$ cat src/rtl/pipe_ctrl_unit_if.sv
// ID-stage instruction fields, fetch-stage enables and the registered
// ID/EX control bundle exchanged between the control unit and datapath.
interface pipe_ctrl_unit_if #(
   parameter int ALUOP_W = 5
);
   logic               id_valid;
   logic [5:0]         id_opcode;
   logic [5:0]         id_funct;
   logic [4:0]         id_rs;
   logic [4:0]         id_rt;
   logic               ext_stall;
   logic               branch_taken;
   logic               pc_write;
   logic               ifid_write;
   logic               ifid_flush;
   logic               ex_valid;
   logic               ex_reg_write;
   logic               ex_alu_src;
   logic               ex_branch;
   logic               ex_mem_write;
   logic               ex_mem_read;
   logic               ex_zero_ext;
   logic [1:0]         ex_reg_dst;
   logic [1:0]         ex_mem_to_reg;
   logic [1:0]         ex_jump;
   logic [ALUOP_W-1:0] ex_alu_op;
   logic [4:0]         ex_rt;
   logic               illegal_op;

   modport master (
      output id_valid, id_opcode, id_funct, id_rs, id_rt, ext_stall, branch_taken,
      input  pc_write, ifid_write, ifid_flush, ex_valid, ex_reg_write, ex_alu_src,
             ex_branch, ex_mem_write, ex_mem_read, ex_zero_ext, ex_reg_dst,
             ex_mem_to_reg, ex_jump, ex_alu_op, ex_rt, illegal_op
   );

   modport slave (
      input  id_valid, id_opcode, id_funct, id_rs, id_rt, ext_stall, branch_taken,
      output pc_write, ifid_write, ifid_flush, ex_valid, ex_reg_write, ex_alu_src,
             ex_branch, ex_mem_write, ex_mem_read, ex_zero_ext, ex_reg_dst,
             ex_mem_to_reg, ex_jump, ex_alu_op, ex_rt, illegal_op
   );
endinterface

$ cat src/rtl/pipe_ctrl_unit.sv
// Pipelined control unit: decodes the ID instruction into the ID/EX control
// register, stalls one cycle on load-use hazards and squashes wrong-path
// fetches for FLUSH_CYCLES cycles after jumps and taken branches.
module pipe_ctrl_unit #(
   parameter int ALUOP_W      = 5,
   parameter int FLUSH_CYCLES = 1,
   parameter int LOAD_USE_EN  = 1
) (
   input  logic                  clk,
   input  logic                  rst,
   pipe_ctrl_unit_if.slave       bus
);

   typedef struct packed {
      logic               reg_write;
      logic [1:0]         reg_dst;
      logic               alu_src;
      logic               branch;
      logic               mem_write;
      logic               mem_read;
      logic [1:0]         mem_to_reg;
      logic               zero_ext;
      logic [1:0]         jump;
      logic [ALUOP_W-1:0] alu_op;
   } ctl_t;

   typedef enum logic {RUN, FLUSH} state_t;

   localparam logic [2:0] FC_M1 = 3'(FLUSH_CYCLES - 1);
   localparam bit         LU    = (LOAD_USE_EN != 0);
   localparam bit         MULTI = (FLUSH_CYCLES > 1);

   ctl_t       dec, ctl_q;
   logic [7:0] aluc;
   logic       legal, uses_rt, hazard, is_jump;
   logic       ex_valid_q, illegal_q;
   logic [4:0] ex_rt_q;
   logic [2:0] flush_cnt;
   state_t     state;

   // Opcode decode table; unknown opcodes fall out as an all-zero bubble
   always_comb begin
      dec     = '0;
      aluc    = 8'h00;
      legal   = 1'b1;
      uses_rt = 1'b0;
      case (bus.id_opcode)
         6'h00: begin
            uses_rt = 1'b1;
            if (bus.id_funct == 6'h08) begin
               dec.jump = 2'd2; aluc = 8'h11;
            end else begin
               dec.reg_write = 1'b1; dec.reg_dst = 2'd1; dec.mem_to_reg = 2'd1;
            end
         end
         6'h1C: begin
            uses_rt = 1'b1;
            dec.reg_write = 1'b1; dec.reg_dst = 2'd1; dec.mem_to_reg = 2'd1; aluc = 8'h03;
         end
         6'h08, 6'h0A: begin
            dec.reg_write = 1'b1; dec.alu_src = 1'b1; dec.mem_to_reg = 2'd1;
            aluc = (bus.id_opcode == 6'h08) ? 8'h01 : 8'h1D;
         end
         6'h0C, 6'h0D, 6'h0E: begin
            dec.reg_write = 1'b1; dec.alu_src = 1'b1; dec.mem_to_reg = 2'd1; dec.zero_ext = 1'b1;
            aluc = (bus.id_opcode == 6'h0C) ? 8'h14 : (bus.id_opcode == 6'h0D) ? 8'h18 : 8'h19;
         end
         6'h23, 6'h21, 6'h20: begin
            dec.reg_write = 1'b1; dec.alu_src = 1'b1; dec.mem_read = 1'b1;
            aluc = (bus.id_opcode == 6'h23) ? 8'h01 : (bus.id_opcode == 6'h21) ? 8'h07 : 8'h08;
         end
         6'h2B, 6'h29, 6'h28: begin
            uses_rt = 1'b1;
            dec.alu_src = 1'b1; dec.mem_write = 1'b1;
            aluc = (bus.id_opcode == 6'h2B) ? 8'h01 : (bus.id_opcode == 6'h29) ? 8'h09 : 8'h06;
         end
         6'h01: begin dec.branch = 1'b1; aluc = 8'h0A; end
         6'h04: begin dec.branch = 1'b1; uses_rt = 1'b1; aluc = 8'h0B; end
         6'h05: begin dec.branch = 1'b1; uses_rt = 1'b1; aluc = 8'h0C; end
         6'h07: begin dec.branch = 1'b1; aluc = 8'h0D; end
         6'h06: begin dec.branch = 1'b1; aluc = 8'h0E; end
         6'h02: begin dec.jump = 2'd1; aluc = 8'h10; end
         6'h03: begin
            dec.reg_write = 1'b1; dec.reg_dst = 2'd2; dec.mem_to_reg = 2'd2;
            dec.jump = 2'd1; aluc = 8'h12;
         end
         default: legal = 1'b0;
      endcase
      dec.alu_op = ALUOP_W'(aluc);
   end

   // Load in EX whose destination feeds the ID instruction forces one bubble
   assign hazard = LU && ctl_q.mem_read && (ex_rt_q != 5'd0) && bus.id_valid &&
                   ((ex_rt_q == bus.id_rs) || ((ex_rt_q == bus.id_rt) && uses_rt));
   assign is_jump = bus.id_valid && legal && (dec.jump != 2'd0);

   // Fetch-stage enables, forced low during reset and external stall
   always_comb begin
      bus.pc_write   = 1'b0;
      bus.ifid_write = 1'b0;
      bus.ifid_flush = 1'b0;
      if (!rst && !bus.ext_stall) begin
         if (bus.branch_taken || state == FLUSH) begin
            bus.pc_write = 1'b1; bus.ifid_write = 1'b1; bus.ifid_flush = 1'b1;
         end else if (!hazard) begin
            bus.pc_write = 1'b1; bus.ifid_write = 1'b1; bus.ifid_flush = is_jump;
         end
      end
   end

   // RUN/FLUSH state machine and ID/EX control register
   always_ff @(posedge clk or posedge rst) begin
      if (rst) begin
         ctl_q      <= '0;
         ex_valid_q <= 1'b0;
         ex_rt_q    <= 5'd0;
         illegal_q  <= 1'b0;
         flush_cnt  <= 3'd0;
         state      <= RUN;
      end else if (!bus.ext_stall) begin
         ex_rt_q <= bus.id_rt;
         if (bus.branch_taken) begin
            ctl_q      <= '0;
            ex_valid_q <= 1'b0;
            flush_cnt  <= FC_M1;
            state      <= MULTI ? FLUSH : RUN;
         end else if (state == FLUSH) begin
            ctl_q      <= '0;
            ex_valid_q <= 1'b0;
            flush_cnt  <= flush_cnt - 3'd1;
            if (flush_cnt <= 3'd1) state <= RUN;
         end else if (hazard) begin
            ctl_q      <= '0;
            ex_valid_q <= 1'b0;
         end else begin
            ctl_q      <= (bus.id_valid && legal) ? dec : '0;
            ex_valid_q <= bus.id_valid && legal;
            if (bus.id_valid && !legal) illegal_q <= 1'b1;
            if (is_jump) begin
               flush_cnt <= FC_M1;
               if (MULTI) state <= FLUSH;
            end
         end
      end
   end

   assign bus.ex_valid      = ex_valid_q;
   assign bus.ex_reg_write  = ctl_q.reg_write;
   assign bus.ex_reg_dst    = ctl_q.reg_dst;
   assign bus.ex_alu_src    = ctl_q.alu_src;
   assign bus.ex_branch     = ctl_q.branch;
   assign bus.ex_mem_write  = ctl_q.mem_write;
   assign bus.ex_mem_read   = ctl_q.mem_read;
   assign bus.ex_mem_to_reg = ctl_q.mem_to_reg;
   assign bus.ex_zero_ext   = ctl_q.zero_ext;
   assign bus.ex_jump       = ctl_q.jump;
   assign bus.ex_alu_op     = ctl_q.alu_op;
   assign bus.ex_rt         = ex_rt_q;
   assign bus.illegal_op    = illegal_q;

endmodule

$ cat src/flat_wrapper.sv
// flat-port wrapper written by rule: the top's interface ports become plain ports
module pipe_ctrl_unit_flat 
#(
   parameter int ALUOP_W      = 5,
   parameter int FLUSH_CYCLES = 1,
   parameter int LOAD_USE_EN  = 1
)
  (clk, rst, bus_id_valid, bus_id_opcode, bus_id_funct, bus_id_rs, bus_id_rt, bus_ext_stall, bus_branch_taken, bus_pc_write, bus_ifid_write, bus_ifid_flush, bus_ex_valid, bus_ex_reg_write, bus_ex_alu_src, bus_ex_branch, bus_ex_mem_write, bus_ex_mem_read, bus_ex_zero_ext, bus_ex_reg_dst, bus_ex_mem_to_reg, bus_ex_jump, bus_ex_alu_op, bus_ex_rt, bus_illegal_op);
  pipe_ctrl_unit_if #(.ALUOP_W(ALUOP_W)) bus_i ();
  input  logic clk;
  input  logic rst;
  input wire logic [$bits(bus_i.id_valid)-1:0] bus_id_valid;
  input wire logic [$bits(bus_i.id_opcode)-1:0] bus_id_opcode;
  input wire logic [$bits(bus_i.id_funct)-1:0] bus_id_funct;
  input wire logic [$bits(bus_i.id_rs)-1:0] bus_id_rs;
  input wire logic [$bits(bus_i.id_rt)-1:0] bus_id_rt;
  input wire logic [$bits(bus_i.ext_stall)-1:0] bus_ext_stall;
  input wire logic [$bits(bus_i.branch_taken)-1:0] bus_branch_taken;
  output wire logic [$bits(bus_i.pc_write)-1:0] bus_pc_write;
  output wire logic [$bits(bus_i.ifid_write)-1:0] bus_ifid_write;
  output wire logic [$bits(bus_i.ifid_flush)-1:0] bus_ifid_flush;
  output wire logic [$bits(bus_i.ex_valid)-1:0] bus_ex_valid;
  output wire logic [$bits(bus_i.ex_reg_write)-1:0] bus_ex_reg_write;
  output wire logic [$bits(bus_i.ex_alu_src)-1:0] bus_ex_alu_src;
  output wire logic [$bits(bus_i.ex_branch)-1:0] bus_ex_branch;
  output wire logic [$bits(bus_i.ex_mem_write)-1:0] bus_ex_mem_write;
  output wire logic [$bits(bus_i.ex_mem_read)-1:0] bus_ex_mem_read;
  output wire logic [$bits(bus_i.ex_zero_ext)-1:0] bus_ex_zero_ext;
  output wire logic [$bits(bus_i.ex_reg_dst)-1:0] bus_ex_reg_dst;
  output wire logic [$bits(bus_i.ex_mem_to_reg)-1:0] bus_ex_mem_to_reg;
  output wire logic [$bits(bus_i.ex_jump)-1:0] bus_ex_jump;
  output wire logic [$bits(bus_i.ex_alu_op)-1:0] bus_ex_alu_op;
  output wire logic [$bits(bus_i.ex_rt)-1:0] bus_ex_rt;
  output wire logic [$bits(bus_i.illegal_op)-1:0] bus_illegal_op;
  assign bus_i.id_valid = bus_id_valid;
  assign bus_i.id_opcode = bus_id_opcode;
  assign bus_i.id_funct = bus_id_funct;
  assign bus_i.id_rs = bus_id_rs;
  assign bus_i.id_rt = bus_id_rt;
  assign bus_i.ext_stall = bus_ext_stall;
  assign bus_i.branch_taken = bus_branch_taken;
  assign bus_pc_write = bus_i.pc_write;
  assign bus_ifid_write = bus_i.ifid_write;
  assign bus_ifid_flush = bus_i.ifid_flush;
  assign bus_ex_valid = bus_i.ex_valid;
  assign bus_ex_reg_write = bus_i.ex_reg_write;
  assign bus_ex_alu_src = bus_i.ex_alu_src;
  assign bus_ex_branch = bus_i.ex_branch;
  assign bus_ex_mem_write = bus_i.ex_mem_write;
  assign bus_ex_mem_read = bus_i.ex_mem_read;
  assign bus_ex_zero_ext = bus_i.ex_zero_ext;
  assign bus_ex_reg_dst = bus_i.ex_reg_dst;
  assign bus_ex_mem_to_reg = bus_i.ex_mem_to_reg;
  assign bus_ex_jump = bus_i.ex_jump;
  assign bus_ex_alu_op = bus_i.ex_alu_op;
  assign bus_ex_rt = bus_i.ex_rt;
  assign bus_illegal_op = bus_i.illegal_op;
  pipe_ctrl_unit #(.ALUOP_W(ALUOP_W), .FLUSH_CYCLES(FLUSH_CYCLES), .LOAD_USE_EN(LOAD_USE_EN)) u_core (.clk(clk), .rst(rst), .bus(bus_i));
endmodule
$ cat config.mk
export PLATFORM = sky130hd
export DESIGN_NAME = pipe_ctrl_unit_flat
export DESIGN_NICKNAME = d
export VERILOG_FILES = /design/src/rtl/pipe_ctrl_unit_if.sv /design/src/rtl/pipe_ctrl_unit.sv /design/src/flat_wrapper.sv
export SDC_FILE = /design/constraint.sdc
export NUM_CORES = 1
export LEC_CHECK = 0
export CAP_MARGIN = 20
export CORE_UTILIZATION = 52
export CTS_CLUSTER_SIZE = 30
export DETAILED_ROUTE_END_ITERATION = 6
export PLACE_DENSITY = 0.92
export SLEW_MARGIN = 15
export SYNTH_ARGS = -nofsm -noshare
export SYNTH_HDL_FRONTEND = slang
export SYNTH_SLANG_ARGS = --single-unit
$ cat constraint.sdc
create_clock -name clk -period 3.95 [get_ports clk]
set_input_delay 0.79 -clock clk [delete_from_list [all_inputs] [get_ports clk]]
set_output_delay 0.79 -clock clk [all_outputs]
set_load 0.05 [all_outputs]
## Word level (Yosys, flattened, before mapping)

Cells that the tools add are included.

| word-level totals | value |
|---|---|
| register bits after elaboration | 28 |
| output and inout bits | 27 |
| input bits | 27 |

| operators by class | value |
|---|---|
| reductions and logical operators | 30 |
| $lt $le $gt $ge | 1 |
| bitwise logic cells | 4 |
| multiplexer cells | 43 |
| add/sub/neg operators | 1 |
| equality and inequality tests | 23 |

Operators by type and width:

| kind | count |
|---|---|
| 2-to-1 mux 17 bit | 4 |
| one-hot mux 5 bit (13 select lines) | 1 |
| == test 6 x 4 -> 1 bit (second input constant) | 6 |
| == test 6 bit (second input constant) | 6 |
| 2-to-1 mux 5 bit | 5 |
| == test 6 x 3 -> 1 bit (second input constant) | 4 |
| 2-to-1 mux 1 bit | 21 |
| OR reduction 20 bit | 1 |
| 2-to-1 mux 3 bit | 5 |
| == test 6 x 2 -> 1 bit (second input constant) | 2 |
| one-hot mux 2 bit (3 select lines) | 2 |
| OR reduction 11 bit | 1 |
| == test 5 bit | 2 |
| OR reduction 10 bit | 1 |
| OR reduction 3 bit | 3 |
| logical AND 1 bit | 8 |
| 2-to-1 mux 4 bit | 2 |
| OR reduction 7 bit | 1 |
| == test 6 x 1 -> 1 bit (second input constant) | 1 |
| == test 6 x 5 -> 1 bit (second input constant) | 1 |
| zero test 6 bit | 1 |
| OR reduction 6 bit | 1 |
| AND reduction 5 bit | 1 |
| nonzero test 5 bit | 1 |
| 14 further kinds | 21 |

## Logic depth before layout (Yosys ltp)

Gate-level depths: netlist (run 1).

| logic depth | value |
|---|---|
| depth in word-level cells | 9 |
| gate-level depth with buffers | 7 |

## Least setup slack after synthesis (run 1)

No wires, ideal clock.

| timing path | value |
|---|---|
| kind | input-to-output |
| from | in bus_id_opcode[4] |
| to | out bus_pc_write |
| arrival | 3048 ps |
| buffers on the path | 2 |
| slack | 112 ps |
| stages | 6 |
| data required time | 3160 ps |
| cell sequence | buf_2 -> and4b_1 -> o31ai_1 -> a2111oi_0 -> nor3_1 -> buf_4 |

| between the ends | value |
|---|---|
| longest elaborated chain between the ends | 9 |

RTL lines:

| element | line | text |
|---|---|---|
| start: declaration | flat_wrapper.sv:13 | `input wire logic [$bits(bus_i.id_opcode)-1:0] bus_id_opcode;` |
| == test 6 x 3 -> 1 bit (tied with other cells) | pipe_ctrl_unit.sv:47 | `case (bus.id_opcode)` |
| OR reduction 7 bit (no source line) (*) | - |  |
| 2-to-1 mux 1 bit (*) | pipe_ctrl_unit.sv:47 |  |
| logical AND 1 bit (*) | pipe_ctrl_unit.sv:94 | `((ex_rt_q == bus.id_rs) \|\| ((ex_rt_q == bus.id_rt) && uses_rt));` |
| logical OR 1 bit (*) | pipe_ctrl_unit.sv:94 |  |
| logical AND 1 bit (*) | pipe_ctrl_unit.sv:93 | `assign hazard = LU && ctl_q.mem_read && (ex_rt_q != 5'd0) && bus.id_valid &&` |
| 2-to-1 mux 1 bit (*) (3 in series) | - |  |
| end: declaration | flat_wrapper.sv:19 | `output wire logic [$bits(bus_i.pc_write)-1:0] bus_pc_write;` |

Mark *: on every way between the ends. The rest lies on a longest branch, timed or not.

## Worst setup path in the final report (run 1)

| timing path | value |
|---|---|
| from | in bus_id_opcode[3] |
| to | out bus_ifid_flush |

| between the ends | value |
|---|---|
| longest elaborated chain between the ends | 9 |

RTL lines:

| element | line | text |
|---|---|---|
| == test 6 x 3 -> 1 bit (tied with other cells) | pipe_ctrl_unit.sv:47 |  |
| OR reduction 7 bit (no source line) | - |  |
| 2-to-1 mux 1 bit | pipe_ctrl_unit.sv:47 |  |
| logical AND 1 bit | pipe_ctrl_unit.sv:94 |  |
| logical OR 1 bit | pipe_ctrl_unit.sv:94 |  |
| logical AND 1 bit | pipe_ctrl_unit.sv:93 |  |
| 2-to-1 mux 1 bit (*) | pipe_ctrl_unit.sv:105 | `end else if (!hazard) begin` |
| 2-to-1 mux 1 bit (*) | pipe_ctrl_unit.sv:103 | `if (bus.branch_taken \|\| state == FLUSH) begin` |
| 2-to-1 mux 1 bit (*) | pipe_ctrl_unit.sv:102 | `if (!rst && !bus.ext_stall) begin` |
| end: declaration | flat_wrapper.sv:21 | `output wire logic [$bits(bus_i.ifid_flush)-1:0] bus_ifid_flush;` |

Marks and branches as above.

==> results of run 1 <==
[power breakdown]
group	internal [uW]	switching (uW)	total [uW]	leakage, uW
clock	136	97.9	234	0.0000357
sequential	293	10.3	304	0.000374
combinational	80.7	108	188	0.000620
total	510	216	726	0.00103
[final cells by class]
cell class	instances	area, um^2	area share [%]
tap	46	57.6	2.21
sequential	28	701	26.9
clock buffer	3	41.3	1.59
timing repair buffer	63	631	24.2
multi-input combinational	166	1100	42.4
inverter	10	37.5	1.44
clock inverter	1	30.0	1.15
[critical path, cell delays in order]
cell	delay, ns
sky130_fd_sc_hd__clkdlybuf4s50_1	0.56
sky130_fd_sc_hd__and4b_1	0.25
sky130_fd_sc_hd__o31ai_1	0.36
sky130_fd_sc_hd__a211oi_1	0.19
sky130_fd_sc_hd__a21o_1	0.21
sky130_fd_sc_hd__a211oi_1	0.41
sky130_fd_sc_hd__buf_12	0.20
[kinds of logic (layout without fill, tap and decap cells)]
family                   Yosys count  after routing  share of synthesized area (%)
XOR/XNOR                          10             10                           4.56
multiplexers                       8              8                           4.49
AO/OA/AOI/OAI                     70             70                           25.8
AND/OR/NAND/NOR                   75             75                           20.7
buffers and inverters             27             77                           6.12
flip-flops                        28             28                           36.5
adder cells (fa/ha/maj)            3              3                           1.82
[Yosys cell counts, types with 5 or more instances]
library cell / instances / area share [%]
sky130_fd_sc_hd__clkbuf_1: 9 / 1.8
sky130_fd_sc_hd__a211oi_1: 6 / 2.3
sky130_fd_sc_hd__dfrtp_1: 28 / 36
sky130_fd_sc_hd__nor2_1: 10 / 2.0
sky130_fd_sc_hd__a21oi_1: 15 / 3.9
sky130_fd_sc_hd__xnor2_1: 6 / 2.7
sky130_fd_sc_hd__o31ai_1: 5 / 2.0
sky130_fd_sc_hd__mux2_2: 5 / 2.9
sky130_fd_sc_hd__o21ai_1: 9 / 2.3
sky130_fd_sc_hd__o21ai_0: 10 / 2.6
sky130_fd_sc_hd__inv_1: 10 / 2.0
sky130_fd_sc_hd__nand2_1: 31 / 6.1
[stage by stage]
step / utilization, % / hold WS [ns] / instances
2_1_floorplan: - / 0.521 / 221
3_3_place_gp: 72.7 / 0.464 / 312
3_5_place_dp: 72.7 / 0.472 / 312
4_1_cts: 74.8 / 0.495 / 316
5_1_grt: 75.6 / 0.516 / 317
6_report: 75.6 / 0.491 / 317
[final timing paths]
kind	depth (start not counted)	to	slack [ns]
max in group asynchronous	3	u_core.bus.ex_mem_to_reg[0]$_DFFE_PP0N_	2.68
min reg2reg	2	u_core.bus.ex_alu_op[4]$_DFFE_PP0N_	0.49
max	7	bus_ifid_flush	0.19
min	2	u_core.bus.ex_alu_op[4]$_DFFE_PP0N_	0.49
min in group asynchronous	2	u_core.flush_cnt[0]$_DFFE_PP0P_	0.86
max reg2reg	5	u_core.bus.ex_alu_src$_DFFE_PP0N_	1.79
[per-layer routing]
metal / share of wire [%] / track usage [%] / vias up / routed length (um)
met2: 47 / 41.7 / 100 / 2340
met1: 45 / 37.0 / 902 / 2250
met3: 6.8 / 4.38 / 15 / 340
li1: - / - / 908 / -
met5: 0 / 0 / - / 0
met4: 1.9 / 6.98 / 0 / 98
==> results by stage, run 1 <==
CTS:
- In this run the number of H-tree levels came out at 1.
- The buffer cell driving the clock tree root is sky130_fd_sc_hd__clkbuf_8.
- The tree built by TritonCTS fans out to 28 sinks.
- After clock tree synthesis, the clock-pin slew on the worst setup and hold paths is 0.10 ns.
- The longest clock path from root to sink contains 2 buffers.
- The number of setup buffers added after CTS is 0.
- For the worst-skew pair, the clock arrives at the later sink with an insertion delay of about 0.29 ns.
- The number of gates resized after CTS was 0.
- TritonCTS created 3 clock buffers.
- TritonCTS built the clock tree.
- The number of hold buffers added after CTS was 0.

STA:
- The number of pins with negative max-slew slack in the final report came to 0.
- The summed negative setup slack over all endpoints is 0 ns.
- The final worst-path cycle share is a little over nine tenths.
- The setup violation total in the final timing report is 0.
- After layout, the worst setup slack is between 0.15 and 0.2 ns.
- The worst-margin pin slew is between 0.6 and 0.7 ns.
- The routed design could run at a clock period as short as 3.76 ns.
- Setup repair after global routing left no endpoint under its margin.
- The final count of hold timing violations is 0.
- The worst setup skew after layout is 0.00391 ns.
- Headroom to the max-slew limit came out at 54.8%.
- Timing would allow up to 0.266 GHz.

Hold path:
- The worst hold path belongs to the class flop to flop.
- The origin of the worst min-delay path is u_core.bus.ex_alu_op[4]$_DFFE_PP0N_.

Placed design:
- The half-perimeter wire length of the detailed placement result is 3.71 mm.
- The worst slack after detailed placement is 0.254 ns.
- The final weighted congestion in routability-driven placement is 0.934.
- The area after detailed placement is around 2500 um^2.
- The quantity of I/O buffers inserted on ports is 53.

Global route:
- The first global-routing pass estimated 8.27 mm of wire.
- The number of global-route vias before repair is 1777.
- Entering global routing, the biggest net connects 29 pins.
- In the global route stage, overall resource usage came out at 26.3%.
- The residual overflow from global routing is 0.
- The initial antenna violation count came to 0.

Routing:
- The number of detailed-route iterations in the first pass is 5.
- The per-cell via count in the routed design is 6.07.
- The detailed-route wire length per cell is about 16 um.
- The via count of the routed design is a little under 2000.
- For this block, the routed nets add up to 5.03 mm of wire.
- The count of nets left with antenna violations after detail routing is 0.
- The initial DRC count is 189.
- For this run, design rule violations remaining after detail routing come to 0.

Cells and area:
- The number of fill cells is 235.
- In the layout the commonest cells are 50 x sky130_fd_sc_hd__clkdlybuf4s50_1, 31 x sky130_fd_sc_hd__nand2_1, 28 x sky130_fd_sc_hd__dfrtp_1, 15 x sky130_fd_sc_hd__a21oi_1, 11 x sky130_fd_sc_hd__buf_4.
- The synthesis-to-finish area growth is 35.4%.
- The number of antenna cells inserted is 0.
- The final non-filler cell area is 2600 um^2.
- Of the cells placed in the final design, the portion with a size suffix greater than 1 is 11.8%.
- The most frequent standard cell in the layout excluding fill and tap cells is sky130_fd_sc_hd__clkdlybuf4s50_1.
- At the end of the flow, the number of nets in the layout was 301.

Critical path:
- The critical setup path kind is input port to primary output.
- Data on the critical path arrives at its endpoint at around 3 ns.
- The worst reg2reg path startpoint is u_core.bus.ex_rt[3]$_DFFE_PP0N_.
- The worst setup path is captured at a primary output.
- Of all nets on the critical path, the largest fanout is 9.
- The startpoint type of the worst setup path is an input port.
- The required time reported for the critical path endpoint is 3.16 ns.
- In this run the worst setup path begins at bus_id_opcode[3].

Outcome:
- The run finished with clean final reports.

Floorplanning:
- The top-level port count is 54.
- The die covers 3940 um^2.
- The floorplan step defined a core boundary enclosing 3440 um^2.
- The floorplan has 21 rows.
- The overall die width is 62.8 um.
- The initial core utilization is between 50% and 60%.
- The vertical die dimension is 62.8 um.

Logic synthesis:
- In the synthesized netlist the dominant register cell turns out to be sky130_fd_sc_hd__dfrtp_1.
- The yosys synthesis warning count is 0.
- Counting flops and latches in the post-synthesis netlist gives 28.
- In the synthesized netlist the async set-or-reset flop fraction comes to 100%.
- Sequential cells were found to cover 36.5% of the synthesized design area.
- Synthesis produced a netlist with a net count of 250.
- The mean cell area of the mapped netlist is 8.70 um^2.
- The number of instances in the synthesized netlist is 221.
- The netlist uses 57 different library cells.
- The netlist area before placement is 1920 um^2.
- Yosys mapped a number of flops with a built-in enable equal to 0.

Pwr:
- Across the VDD grid, the largest voltage drop is 0.000151 V.
- The total chip power is around 730 uW.
- The areal power density over the cells is approximately 280 nW/um^2.
- In this run the static leakage power is slightly above 0.001 uW.

Flow run:
- Across the run, the number of max-cap violations was 0.
Note: power is estimated with default switching activity, not from simulation.
==> run 2, diff against run 1 <==
--- a/config.mk
+++ b/config.mk
@@ -5,7 +5,7 @@
 export SDC_FILE = /design/constraint.sdc
 export NUM_CORES = 1
 export LEC_CHECK = 0
-export CAP_MARGIN = 20
+export CAP_MARGIN = 0
 export CORE_UTILIZATION = 52
 export CTS_CLUSTER_SIZE = 30
 export DETAILED_ROUTE_END_ITERATION = 6
==> run 2 against run 1 <==
  * Fmax down 0.52%
  * Die area unchanged
  * Utilization down 0.80 points
==> results by stage, run 2 (synthesized netlist as in run 1, its figures left out) <==
Critical path:
- The worst-path maximum fanout came to 9 (unchanged).
- The dominant delay contributor by cell family on the critical path is compound AO/OA/AOI/OAI gates.
- The cell that appears most often on the critical path is sky130_fd_sc_hd__a211oi_1.
- The signal on the critical path passes through clkdlybuf4s50_1, and4b_1, o31ai_1, a211oi_1, a21o_1, a211oi_1, buf_12.
- The startpoint type of the worst setup path is an input port.
- The slowest stage of the critical path is the sky130_fd_sc_hd__clkdlybuf4s50_1 cell.
- The buffers plus inverters on the worst setup path came to 2 (unchanged).
- The signal arrival time at the worst endpoint came to 2.99 ns (+0.02 ns).
- The endpoint type of the worst setup path is a primary output.
- The maximum cell stage delay along the critical path is 0.56 ns (about the same).
- The required time reported for the critical path endpoint came to 3.16 ns (about the same).
- The setup path with the least slack is of type input port to primary output.

STA:
- The worst setup skew after layout is 0.00557 ns (+0.00166 ns).
- The top achievable clock speed is 0.264 GHz (-0.52%).
- The setup violation total in the final timing report is 0 (unchanged).
- The worst slew margin relative to its limit came to 33.1% (-22 points).
- The final hold slack was 0.495 ns (+0.00338 ns).
- The worst-margin pin slew is 0.997 ns (+0.336 ns).
- The summed negative setup slack over all endpoints is 0 ns (unchanged).
- The final count of hold timing violations is 0 (unchanged).
- The final worst-path cycle share was 95.8% (+0.50 points).
- The number of pins with negative max-slew slack in the final report came to 0 (unchanged).
- Setup repair after global routing left no endpoint under its margin.
- The final critical path time including I/O delays and setup is 3.78 ns (+0.0197 ns).

CTS:
- The clock transition at the registers of the reported paths is 0.10 ns (about the same).
- The total clock sinks is 28 (unchanged).
- The count of instances resized after the clock tree is built was 0 (unchanged).
- TritonCTS built the clock tree.
- The post-cts hold buffer count is 0 (unchanged).
- The clock latency on the worst-skew pair is 0.28 ns (about the same).
- The setup fix buffers added after clock tree synthesis was 0 (unchanged).
- The number of buffers added by the clock tree synthesis step is 3 (unchanged).
- The maximum count of clock buffers along a single path was 2 (unchanged).
- The H-tree level count is 1 (unchanged).
- CTS placed an instance of sky130_fd_sc_hd__clkbuf_8 at the clock tree root.

Outcome:
- The run finished with clean final reports.

Pwr:
- The internal power summed over all cells came to 507 uW (-0.61%).
- The worst IR drop on VDD is 0.000154 V (+2.1%).
- The cell leakage power is 0.00102 uW (-1.2%).
- The register share of total power was 42.3% (+0.5 points).
- The areal power density over the cells is 279 nW/um^2 (about the same).
- The combinational power share came to 25.8% (about the same).
- The share of power burned in the clock network is 31.9% (-0.3 points).
- The total net switching power is 211 uW (-2.3%).
- The share of total power consumed by net switching is 29.4% (-0.37 points).

Hold path:
- The worst hold-check path type is flop to flop.

Floorplanning:
- The core area came to 3440 um^2 (unchanged).
- The overall die area is 3940 um^2 (unchanged).
- The initial core utilization is 55.8% (unchanged).
- The number of placement rows was 21 (unchanged).
- The vertical die dimension is 62.8 um (unchanged).
- The top-level port count came to 54 (unchanged).
- The overall die width is 62.8 um (unchanged).

Placed design:
- The half-perimeter wire length of the detailed placement result came to 3.71 mm (unchanged).
- The quantity of I/O buffers inserted on ports is 53 (unchanged).
- The area after detailed placement is 2500 um^2 (unchanged).
- The number of placed cells counting well taps is 312 (unchanged).
- The final weighted congestion in routability-driven placement came to 0.934 (unchanged).

Routing:
- The number of detailed-route iterations in the first pass is 5 (unchanged).
- The via count of the routed design is 1906 (-0.99%).
- The initial DRC count is 180 (-4.8%).
- The number of DRC violations after detailed routing was 0 (unchanged).
- The detailed-route wire length per cell was 15.7 um (-1.2%).
- The count of nets left with antenna violations after detail routing is 0 (unchanged).
- The aggregate routed wire length is 4.95 mm (-1.5%).
- The per-cell via count in the routed design is 6.03 (-0.67%).

Cells and area:
- The synthesis-to-finish area growth is 33.9%.
- The final non-filler cell area is 2570 um^2 (-1.1%).
- The most frequent standard cell in the layout excluding fill and tap cells is sky130_fd_sc_hd__clkdlybuf4s50_1.
- The fraction of layout instances using a drive strength above 1 is 11.5% (-0.33 points).
- The count of nets after finishing is 300 (-0.33%).
- In the layout the commonest cells are 50 x sky130_fd_sc_hd__clkdlybuf4s50_1, 31 x sky130_fd_sc_hd__nand2_1, 28 x sky130_fd_sc_hd__dfrtp_1, 15 x sky130_fd_sc_hd__a21oi_1, 11 x sky130_fd_sc_hd__buf_4.
- The final instance count without filler cells came to 316 (-0.32%).
- The number of antenna cells inserted is 0 (unchanged).

Global route:
- The residual overflow from global routing is 0 (unchanged).
- The largest net degree at the start of global routing came to 29 (unchanged).
- The total routing usage reported by global routing came to 26.3% (unchanged).
- The initial antenna violation count is 0 (unchanged).
- The number of global-route vias before repair came to 1777 (unchanged).
- The global-route wire length before repair is 8.27 mm (unchanged).

Flow run:
- The max capacitance violation total is 0 (unchanged).
[run 2: worst register-to-register path: stages (launching register included)]
cell and delay (ns):
sky130_fd_sc_hd__dfrtp_1 0.46, sky130_fd_sc_hd__nor4_2 0.37, sky130_fd_sc_hd__a211oi_1 0.19, sky130_fd_sc_hd__a221oi_2 0.38, sky130_fd_sc_hd__a21bo_4 0.34, sky130_fd_sc_hd__o31ai_1 0.29
[run 2: layer usage]
metal / up-vias / share of wire [%] / GRT usage, %
li1: 908 / - / -
met1: 875 / 44 / 37.0
met2: 106 / 47 / 41.7
met4: 0 / 1.8 / 6.98
met3: 17 / 6.6 / 4.38
met5: - / 0 / 0
[run 2: stage by stage]
stage	setup WS, ns	power (uW)	util, %
after floorplan	0.112	422	-
after CTS	0.220	717	74.8
after global placement	0.290	487	72.7
after global routing	0.0649	745	74.8
after detailed placement	0.254	491	72.7
final	0.167	718	74.8
[run 2: final cells by class]
type,instances,area (um^2)
Multi-Input combinational cell,166,1100
Fill cell,246,868
Sequential cell,28,701
Timing Repair Buffer,62,603
Tap cell,46,57.6
Clock buffer,3,41.3
Inverter,10,37.5
Clock inverter,1,30.0
[run 2: worst paths after layout]
kind | startpoint | to | slack (ns) | depth (start not counted)
min in group asynchronous | rst | u_core.flush_cnt[0]$_DFFE_PP0P_ | 1.01 | 2
min | u_core.bus.illegal_op$_DFFE_PP0P_ | u_core.bus.illegal_op$_DFFE_PP0P_ | 0.49 | 1
max reg2reg | u_core.bus.ex_rt[3]$_DFFE_PP0N_ | u_core.bus.ex_alu_src$_DFFE_PP0N_ | 1.83 | 5
max in group asynchronous | rst | u_core.bus.ex_reg_dst[1]$_DFFE_PP0N_ | 2.48 | 2
min reg2reg | u_core.bus.illegal_op$_DFFE_PP0P_ | u_core.bus.illegal_op$_DFFE_PP0P_ | 0.49 | 1
max | bus_id_opcode[3] | bus_ifid_flush | 0.17 | 7
[run 2: power groups by stage]
stage	Clock, uW	Sequential (uW)	Combinational, uW
final	229	304	185
after global routing	242	305	197
after CTS	230	304	183
after detailed placement	0	309	182
after global placement	0	309	179
after floorplan	0	332	89.9
==> run 3, diff against run 2 <==
--- a/config.mk
+++ b/config.mk
@@ -6,6 +6,7 @@
 export NUM_CORES = 1
 export LEC_CHECK = 0
 export CAP_MARGIN = 0
+export CORE_ASPECT_RATIO = 0.75
 export CORE_UTILIZATION = 52
 export CTS_CLUSTER_SIZE = 30
 export DETAILED_ROUTE_END_ITERATION = 6
==> run 3 against run 2 <==
  * Worst setup slack got worse by 0.052 ns
  * Die area hardly changed
  * Sequential share of layout area down 0.066 points
  * Total power grew 0.52%
  * Global-route usage rose by 2.9 points
  * Worst hold slack worse by 0.0056 ns
  * Cell count up 1.3%
  * Register-to-register slack worse by 0.09 ns
  * Routed wire length increased by 9.0%
  * Combinational power about the same
  * Via count increased by 1.3%
  * Flip-flop and latch count unchanged
  * Highest routed layer unchanged
==> results by stage, run 3 (synthesized netlist as in run 1, its figures left out) <==
Hold path:
- The worst hold-check path type is flop to flop.
- In this run the most critical hold path is launched from u_core.bus.illegal_op$_DFFE_PP0P_.
- The number of cells on the worst hold path came to 1 (unchanged).
- For hold timing, the worst endpoint is u_core.bus.illegal_op$_DFFE_PP0P_.

Pwr:
- The total net switching power is 215 uW (+2.1%).
- The share of total power consumed by net switching came to 29.8% (+0.45 points).
- The worst IR drop on VDD is 0.000207 V (+35%).
- The share of power burned in the clock network is 31.8% (about the same).
- The total chip power was 722 uW (+0.52%).
- The internal power summed over all cells is 506 uW (-0.13%).
- The areal power density over the cells is 280 nW/um^2 (+0.27%).
- The cell leakage power is 0.00102 uW (+0.43%).
- The combinational power share is 26.0% (+0.2 points).
- The register share of total power is 42.2% (about the same).

Global route:
- The initial antenna violation count is 0 (unchanged).
- The number of global-route vias before repair was 1721 (-3.2%).
- The total routing usage reported by global routing is 29.2% (+2.9 points).
- The global-route wire length before repair was 8.56 mm (+3.4%).
- The residual overflow from global routing was 0 (unchanged).
- The largest net degree at the start of global routing came to 29 (unchanged).

Placed design:
- The area after detailed placement is 2510 um^2 (+0.20%).
- The quantity of I/O buffers inserted on ports is 53 (unchanged).
- The half-perimeter wire length of the detailed placement result came to 3.98 mm (+7.3%).
- The final weighted congestion in routability-driven placement is 0.955 (+2.3%).
- The number of placed cells counting well taps came to 316 (+1.3%).

Floorplanning:
- The overall die area came to 3950 um^2 (about the same).
- The vertical die dimension came to 54.7 um (-13%).
- The number of placement rows is 18 (-14%).
- The overall die width is 72.2 um (+15%).
- The top-level port count was 54 (unchanged).
- The initial core utilization is 56.5% (+0.68 points).
- The core area was 3400 um^2 (-1.2%).

STA:
- The summed negative setup slack over all endpoints is 0 ns (unchanged).
- The final worst-path cycle share is 97.1% (+1.3 points).
- The final count of hold timing violations is 0 (unchanged).
- The worst slew margin relative to its limit is 31.7% (-1.4 points).
- The worst setup skew after layout was 0.00698 ns (+0.00141 ns).
- Setup repair after global routing left no endpoint under its margin.
- The worst-margin pin slew came to 1.02 ns (+0.0265 ns).
- The number of pins with negative max-slew slack in the final report is 0 (unchanged).
- The final critical path time including I/O delays and setup is 3.84 ns (+0.0524 ns).
- The top achievable clock speed is 0.261 GHz (-1.4%).
- The setup violation total in the final timing report is 0 (unchanged).

Routing:
- The initial DRC count is 219 (+22%).
- The aggregate routed wire length came to 5.40 mm (+9.0%).
- The per-cell via count in the routed design is 6.03 (about the same).
- The via count of the routed design is 1931 (+1.3%).
- The number of detailed-route iterations in the first pass came to 5 (unchanged).
- The number of DRC violations after detailed routing came to 0 (unchanged).
- The count of nets left with antenna violations after detail routing is 0 (unchanged).
- The detailed-route wire length per cell is 16.9 um (+7.7%).

Flow run:
- The max capacitance violation total is 0 (unchanged).

CTS:
- The clock latency on the worst-skew pair is 0.28 ns (about the same).
- The CTS tree is built.
- The post-cts hold buffer count was 0 (unchanged).
- The total clock sinks is 28 (unchanged).
- The buffer cell driving the clock tree root is sky130_fd_sc_hd__clkbuf_8.
- The clock transition at the registers of the reported paths is 0.10 ns (about the same).
- The number of buffers added by the clock tree synthesis step is 3 (unchanged).
- The H-tree level count is 1 (unchanged).
- The maximum count of clock buffers along a single path is 2 (unchanged).

Critical path:
- The worst register-to-register path begins at u_core.bus.ex_rt[3]$_DFFE_PP0N_.
- Walking the worst path, the cells encountered are clkdlybuf4s50_1, buf_4, nand2b_1, nand4_1, a2111oi_1, nor3_1, buf_4.
- The maximum cell stage delay along the critical path was 0.66 ns (+0.10 ns).
- The count of cells along the worst register-to-register path is 5 (unchanged).
- Among all stages on the critical path, the largest delay is contributed by sky130_fd_sc_hd__clkdlybuf4s50_1.
- The setup path with the least slack is of type input port to primary output.
- The critical register-to-register path endpoint is u_core.bus.ex_branch$_DFFE_PP0N_.
- The required time reported for the critical path endpoint came to 3.16 ns (about the same).
- The worst-path maximum fanout was 14 (+5).
- The signal arrival time at the worst endpoint is 3.05 ns (+0.06 ns).
- The startpoint type of the worst setup path is an input port.
- By instance count, the cell type seen most on the critical path is sky130_fd_sc_hd__buf_4.
- The endpoint type of the worst setup path is a primary output.
- The setup slack of the most critical reg-to-reg path came to 1.74 ns (-0.09 ns).

Cells and area:
- The final non-filler cell area was 2580 um^2 (+0.24%).
- The fraction of layout instances using a drive strength above 1 is 11.5% (unchanged).
- The number of fill cells is 227 (-7.7%).
- In the layout the commonest cells are 50 x sky130_fd_sc_hd__clkdlybuf4s50_1, 31 x sky130_fd_sc_hd__nand2_1, 28 x sky130_fd_sc_hd__dfrtp_1, 15 x sky130_fd_sc_hd__a21oi_1, 11 x sky130_fd_sc_hd__buf_4.
- The final core area utilization is 75.9% (+1.1 points).
- Compared with the post-synthesis result, the final layout area differs by 34.2%.
- The number of antenna cells inserted is 0 (unchanged).
- The library cell used most frequently in the layout, excluding fill and tap cells, is sky130_fd_sc_hd__clkdlybuf4s50_1.
- The final instance count without filler cells is 320 (+1.3%).
- The count of nets after finishing is 300 (unchanged).

Outcome:
- The flow ran to the end, and the final reports show no timing, DRC or antenna violations.
## run 3: changes by cell type in the layout (fill, tap and decap cells not counted)
cell                        change
sky130_fd_sc_hd__a2111oi_0      -1
sky130_fd_sc_hd__inv_1          +1
sky130_fd_sc_hd__clkinv_1       -1
sky130_fd_sc_hd__a2111oi_1      +1
## run 3: layer usage
metal	global-route usage (%)	vias up	part of all wire, %
li1	-	906	-
met5	0	-	0
met3	3.87	6	8.0
met4	6.54	0	1.3
met2	46.3	114	45
met1	42.6	905	45
## run 3: worst max-delay path by stage
stage	startpoint	end	slack [ns]	depth (start not counted)
global placement	bus_id_opcode[4]	bus_ifid_flush	0.28	7
floorplan	bus_id_opcode[4]	bus_pc_write	0.11	6
detailed placement	bus_id_opcode[0]	bus_pc_write	0.11	7
global route	bus_id_opcode[0]	bus_pc_write	0.02	7
finish	bus_id_opcode[0]	bus_pc_write	0.11	7
CTS	bus_id_opcode[0]	bus_pc_write	0.08	7
## run 3: final cells by class
| cell class | count | area, um^2 | share of cell area [%] |
|---|---|---|---|
| clock buffers | 3 | 41.3 | 1.60 |
| inverters | 10 | 37.5 | 1.45 |
| multi-input cells | 166 | 1100 | 42.8 |
| flip-flops and latches | 28 | 701 | 27.2 |
| repair buffers | 62 | 603 | 23.4 |
| clock inverters | 1 | 30.0 | 1.16 |
| well taps | 50 | 62.6 | 2.42 |
## run 3: worst max-delay path: cells and delay by family
| kind | cells | cell delay (ns) |
|---|---|---|
| buf+inv | 3 | 1.15 |
| simple gates | 3 | 0.53 |
| compound gates | 1 | 0.58 |
## run 3: power groups by stage
stage / Sequential (uW) / Combinational [uW] / Clock (uW)
floorplan: 332 / 89.9 / 0
global route: 305 / 200 / 243
CTS: 304 / 185 / 229
global placement: 309 / 179 / 0
finish: 304 / 188 / 229
detailed placement: 310 / 182 / 0
## run 3: repair_timing
| action | 4_1_cts | 5_1_grt |
|---|---|---|
| setup buffers | 0 | 0 |
| setup endpoints to repair | 0 | 2 |
| gates resized for setup | 0 | 1 |
## run 3: per-stage QoR
stage,setup WS [ns],hold WS [ns]
final,0.115,0.489
after global routing,0.0222,0.525
after CTS,0.0848,0.491
after detailed placement,0.115,0.466
after global placement,0.275,0.462
after floorplan,0.112,0.521
==> variant 1, RTL diff (flow settings as in run 3) <==
`ALUOP_W` is set to 5 in 3 places; all go to 7.
--- a/src/rtl/pipe_ctrl_unit_if.sv
+++ b/src/rtl/pipe_ctrl_unit_if.sv
@@ -1,7 +1,7 @@
 // ID-stage instruction fields, fetch-stage enables and the registered
 // ID/EX control bundle exchanged between the control unit and datapath.
 interface pipe_ctrl_unit_if #(
-   parameter int ALUOP_W = 5
+   parameter int ALUOP_W = 7
 );
    logic               id_valid;
    logic [5:0]         id_opcode;
--- a/src/rtl/pipe_ctrl_unit.sv
+++ b/src/rtl/pipe_ctrl_unit.sv
@@ -2,7 +2,7 @@
 // register, stalls one cycle on load-use hazards and squashes wrong-path
 // fetches for FLUSH_CYCLES cycles after jumps and taken branches.
 module pipe_ctrl_unit #(
-   parameter int ALUOP_W      = 5,
+   parameter int ALUOP_W      = 7,
    parameter int FLUSH_CYCLES = 1,
    parameter int LOAD_USE_EN  = 1
 ) (
--- a/src/flat_wrapper.sv
+++ b/src/flat_wrapper.sv
@@ -1,7 +1,7 @@
 // flat-port wrapper written by rule: the top's interface ports become plain ports
 module pipe_ctrl_unit_flat 
 #(
-   parameter int ALUOP_W      = 5,
+   parameter int ALUOP_W      = 7,
    parameter int FLUSH_CYCLES = 1,
    parameter int LOAD_USE_EN  = 1
 )
Interface: changed (resized bus_ex_alu_op); port bits go from 54 to 56. No check against the original RTL was run, so the function may have changed too.
==> variant 1 against run 3 <==
Power shrank 12%; routed wire length shrank 6.5%; first-iteration DRC count down 33%; critical path depth unchanged; sequential cell count is the same; final area shrank 2.2%; clock skew down 0.0051 ns; register-to-register slack improved by 0.07 ns; combinational power down 6%; worst setup slack worse by 0.0043 ns; synthesized area increased by 0.20%; critical endpoint is now bus_ifid_flush; highest routed layer unchanged.
==> variant 1: results (changes against run 3) <==
Status
  – Outcome: completed (unchanged)

Worst setup path
  – Setup crit start: bus_id_funct[1] (was bus_id_opcode[0])
  – Crit-path leading delay family: simple AND/OR/NAND/NOR gates (was buffers and inverters)
  – Worst reg2reg startpoint: u_core.bus.ex_rt[2] (was u_core.bus.ex_rt[3])
  – Max FO, Critical Path: 4 (was 14)
  – CP endpoint: bus_ifid_flush (was bus_pc_write)
  – R2R Setup Slk: 1.81 ns (was 1.74 ns)
  – Slowest stage delay, CP: 0.56 ns (was 0.66 ns)
  – Slowest cell on crit path: or4b_4 (was clkdlybuf4s50_1)

Layout
  – Share of layout cells above drive strength 1: 0.129 (was 0.115)
  – # fillers: 266 (was 227)
  – Net count, final: 294 (was 300)

Drt
  – Wire length on met3: 379 um (was 432 um)
  – Vias: 1,855 (was 1,931)
  – Wl on met1: 2260 um (was 2450 um)
  – Final wirelength: 5050 um (was 5400 um)
  – Initial DRC Count: 146 (was 219)
  – Metal2 WL: 2350 um (was 2450 um)

Min path
  – Worst hold start: u_core.bus.ex_alu_op[2] (was u_core.bus.illegal_op)
  – Worst Hold Path EP: u_core.bus.ex_alu_op[2] (was u_core.bus.illegal_op)
  – WHS Path Cells: 2 (was 1)

Placed design
  – DP Cell Count: 310 (was 316)
  – Place WS: 0.151 ns (was 0.115 ns)
  – Placed instance area: 2480 um2 (was 2510 um2)

Global route
  – GRT Overall Usage: 0.273 (was 0.292)
  – GR Layer Usage met1: 0.380 (was 0.426)
  – Grt met2 use: 0.455 (was 0.463)
  – First-pass GRT wire length: 8220 um (was 8560 um)
  – GR Layer Usage met3: 0.0479 (was 0.0387)

Synthesis
  – Count of cell types in the netlist: 50 (was 57)
  – Commonest cells post-synth: dfrtp_1, nand2_1, a21oi_1 (was nand2_1, dfrtp_1, a21oi_1)
  – Synth top area cells: dfrtp_1, nand2_1, o31ai_1 (was dfrtp_1, nand2_1, a21oi_1)

Pwr
  – Worst vdd ir: 0.156 mV (was 0.207 mV)

STA
  – WHS: 0.486 ns (was 0.489 ns)
  – Rel. slew slack: 0.352 (was 0.317)
variant 1: cell types whose count changed after synthesis, moves of 3 or more:
cell / change
or3_1: +5
o31ai_1: +8
nor3_1: +4
nand2_1: -4
buf_4: +5
o21ai_1: -8
nor4b_1: -3
o22ai_1: -3
o41ai_2: +3
variant 1: power breakdown:
group / internal, mW / switching [mW]
clock: 0.0684 / 0.0833
combinational: 0.0735 / 0.104
sequential: 0.294 / 0.00948
variant 1: layout make-up:
class / instances / area, um2 / area share
clock buffer: 3 / 41.3 / 0.0164
inverter: 9 / 33.8 / 0.0134
multi-input combinational: 161 / 1090 / 0.434
sequential: 28 / 701 / 0.278
tap: 50 / 62.6 / 0.0248
timing repair buffer: 62 / 591 / 0.234
variant 1: cell families (layout without fill, tap and decap cells):
logic type	after synthesis	in the layout	share of synthesized area
compound gates	67	67	0.267
xor+xnor	10	10	0.0455
fa+ha+maj	2	2	0.0130
buf+inv	28	74	0.0721
flops	28	28	0.364
mux	7	7	0.0396
other cells	1	2	0.00195
simple gates	73	73	0.197
==> variant 2, RTL diff (flow settings as in run 3) <==
Without the edit above. Reset style: synchronous (`rst`), changed in one clocked block.
--- a/src/rtl/pipe_ctrl_unit.sv
+++ b/src/rtl/pipe_ctrl_unit.sv
@@ -109,7 +109,7 @@
    end
 
    // RUN/FLUSH state machine and ID/EX control register
-   always_ff @(posedge clk or posedge rst) begin
+   always_ff @(posedge clk) begin
       if (rst) begin
          ctl_q      <= '0;
          ex_valid_q <= 1'b0;
Check against the original RTL: differs if rst is asserted again (counterexample within 4 cycles, from zero or initial values and one cycle with rst high); with rst held inactive, the same outputs for 10 cycles.
==> variant 2 against run 3 <==
Worst setup slack better by 0.084 ns; critical path depth down 1; hold slack lost 0.029 ns; synthesized area shrank 7.7%; power shrank 13%; sequential cell count did not move; clock power shrank 22%; fmax grew 2.2%; global-route usage fell by 0.65 points; routed wire length down 10%; count of clock-buffer cells in the layout increased by 1; final area fell by 6.2%; synthesized cell count rose by 5.4%; critical path type unchanged; critical endpoint is now bus_ifid_flush; highest routed layer unchanged.
==> variant 2: results (changes against run 3) <==
Synthesis
  – Adder-cell share of the synthesized area: 0.0141 (was 0.0182)
  – Count of cell types in the netlist: 49 (was 57)
  – Synth top area cells: dfxtp_1, nand2_1, nor2_1 (was dfrtp_1, nand2_1, a21oi_1)
  – Yosys warnings: 0 (unchanged)
  – Synth Area in Compound Gates: 0.248 (was 0.258)
  – Seq/Total Area, Yosys: 0.316 (was 0.365)
  – Mux cell area share after synthesis: 0.0339 (was 0.0449)
  – Area share of xor/xnor cells in the synthesized design: 0.0494 (was 0.0456)
  – Synth Net Count: 262 (was 250)
  – Post-synth top flop: dfxtp_1 (was dfrtp_1)
  – Commonest cells post-synth: nand2_1, dfxtp_1, nor2_1 (was nand2_1, dfrtp_1, a21oi_1)

Drt
  – Initial DRC Count: 155 (was 219)
  – WL per Instance: 15.2 um (was 16.9 um)
  – Vias per inst: 5.99 (was 6.03)

Global route
  – GRT Overall Usage: 0.285 (was 0.292)
  – Pin count of the biggest net entering global routing: 20 (was 29)
  – First-pass GRT wire length: 8120 um (was 8560 um)
  – Vias in the first global route: 1,760 (was 1,721)

Worst setup path
  – Crit-path leading delay family: simple AND/OR/NAND/NOR gates (was buffers and inverters)
  – Slowest stage delay, CP: 0.59 ns (was 0.66 ns)
  – Max FO, Critical Path: 11 (was 14)

Status
  – Outcome: completed (unchanged)

Pwr
  – Worst vdd ir: 0.250 mV (was 0.207 mV)
  – Leak: 0.869 nW (was 1.02 nW)

Min path
  – WHS Path Cells: 2 (was 1)

Placed design
  – Gpl congestion: 0.944 (was 0.955)
  – Dpl hpwl: 3660 um (was 3980 um)

Clock network
  – Clk buf depth: 2 (unchanged)

STA
  – Clock skew: 0.00212 ns (was 0.00698 ns)
  – Rel. slew slack: 0.472 (was 0.317)

Layout
  – Share of layout cells above drive strength 1: 0.0747 (was 0.115)
  – Net count, final: 311 (was 300)
## variant 2: layer usage
layer	vias to the layer above	global-route usage	share of wire
met5	-	0	0
met4	0	0.0442	0.0060
li1	934	-	-
met3	6	0.0558	0.095
met2	103	0.500	0.44
met1	868	0.373	0.45
## variant 2: worst paths after layout
path / from / endpoint / slack, ns
setup / recovery: bus_id_opcode[4] / bus_ifid_flush / 0.20
hold reg to reg: u_core.bus.ex_alu_op[0] / u_core.bus.ex_alu_op[0] / 0.46
setup reg to reg: u_core.bus.ex_rt[1] / u_core.bus.ex_mem_read / 1.75
hold / removal: u_core.bus.ex_alu_op[0] / u_core.bus.ex_alu_op[0] / 0.46
## variant 2: through the flow
step	cell area (um2)	setup slack [ns]	utilization	std cells
3_5_place_dp	2370	0.221	0.767	315
4_1_cts	2420	0.209	0.785	319
6_report	2420	0.199	0.785	319
3_3_place_gp	2370	0.307	0.767	315
5_1_grt	2420	0.0880	0.785	319
2_1_floorplan	1780	0.346	-	233
## variant 2: logic make-up (layout without fill, tap and decap cells)
family,after synthesis,in the layout
AO/OA/AOI/OAI,62,62
XOR/XNOR,10,10
adder cells (fa/ha/maj),2,2
buffers and inverters,28,76
flip-flops,28,28
multiplexers,6,6
AND/OR/NAND/NOR,97,97
## variant 2: where the power goes
group          switching, mW  internal (mW)
logic                 0.0896         0.0712
registers            0.00608          0.287
clock network         0.0882         0.0894
total                  0.184          0.447
## variant 2: final cells by class
| type | instances | area [um2] |
|---|---|---|
| flip-flops and latches | 28 | 561 |
| inverters | 10 | 37.5 |
| clock buffers | 4 | 55.1 |
| multi-input cells | 177 | 1090 |
| repair buffers | 62 | 628 |
| fillers | 224 | 663 |
| well taps | 38 | 47.5 |
## variant 2: worst reg2reg max path, cell delays in order (launching register included)
cell and delay, ns:
dfxtp_1 0.37, or4_4 0.56, o21ai_4 0.20, o31ai_1 0.12
or2_1 0.44, o41ai_1 0.39
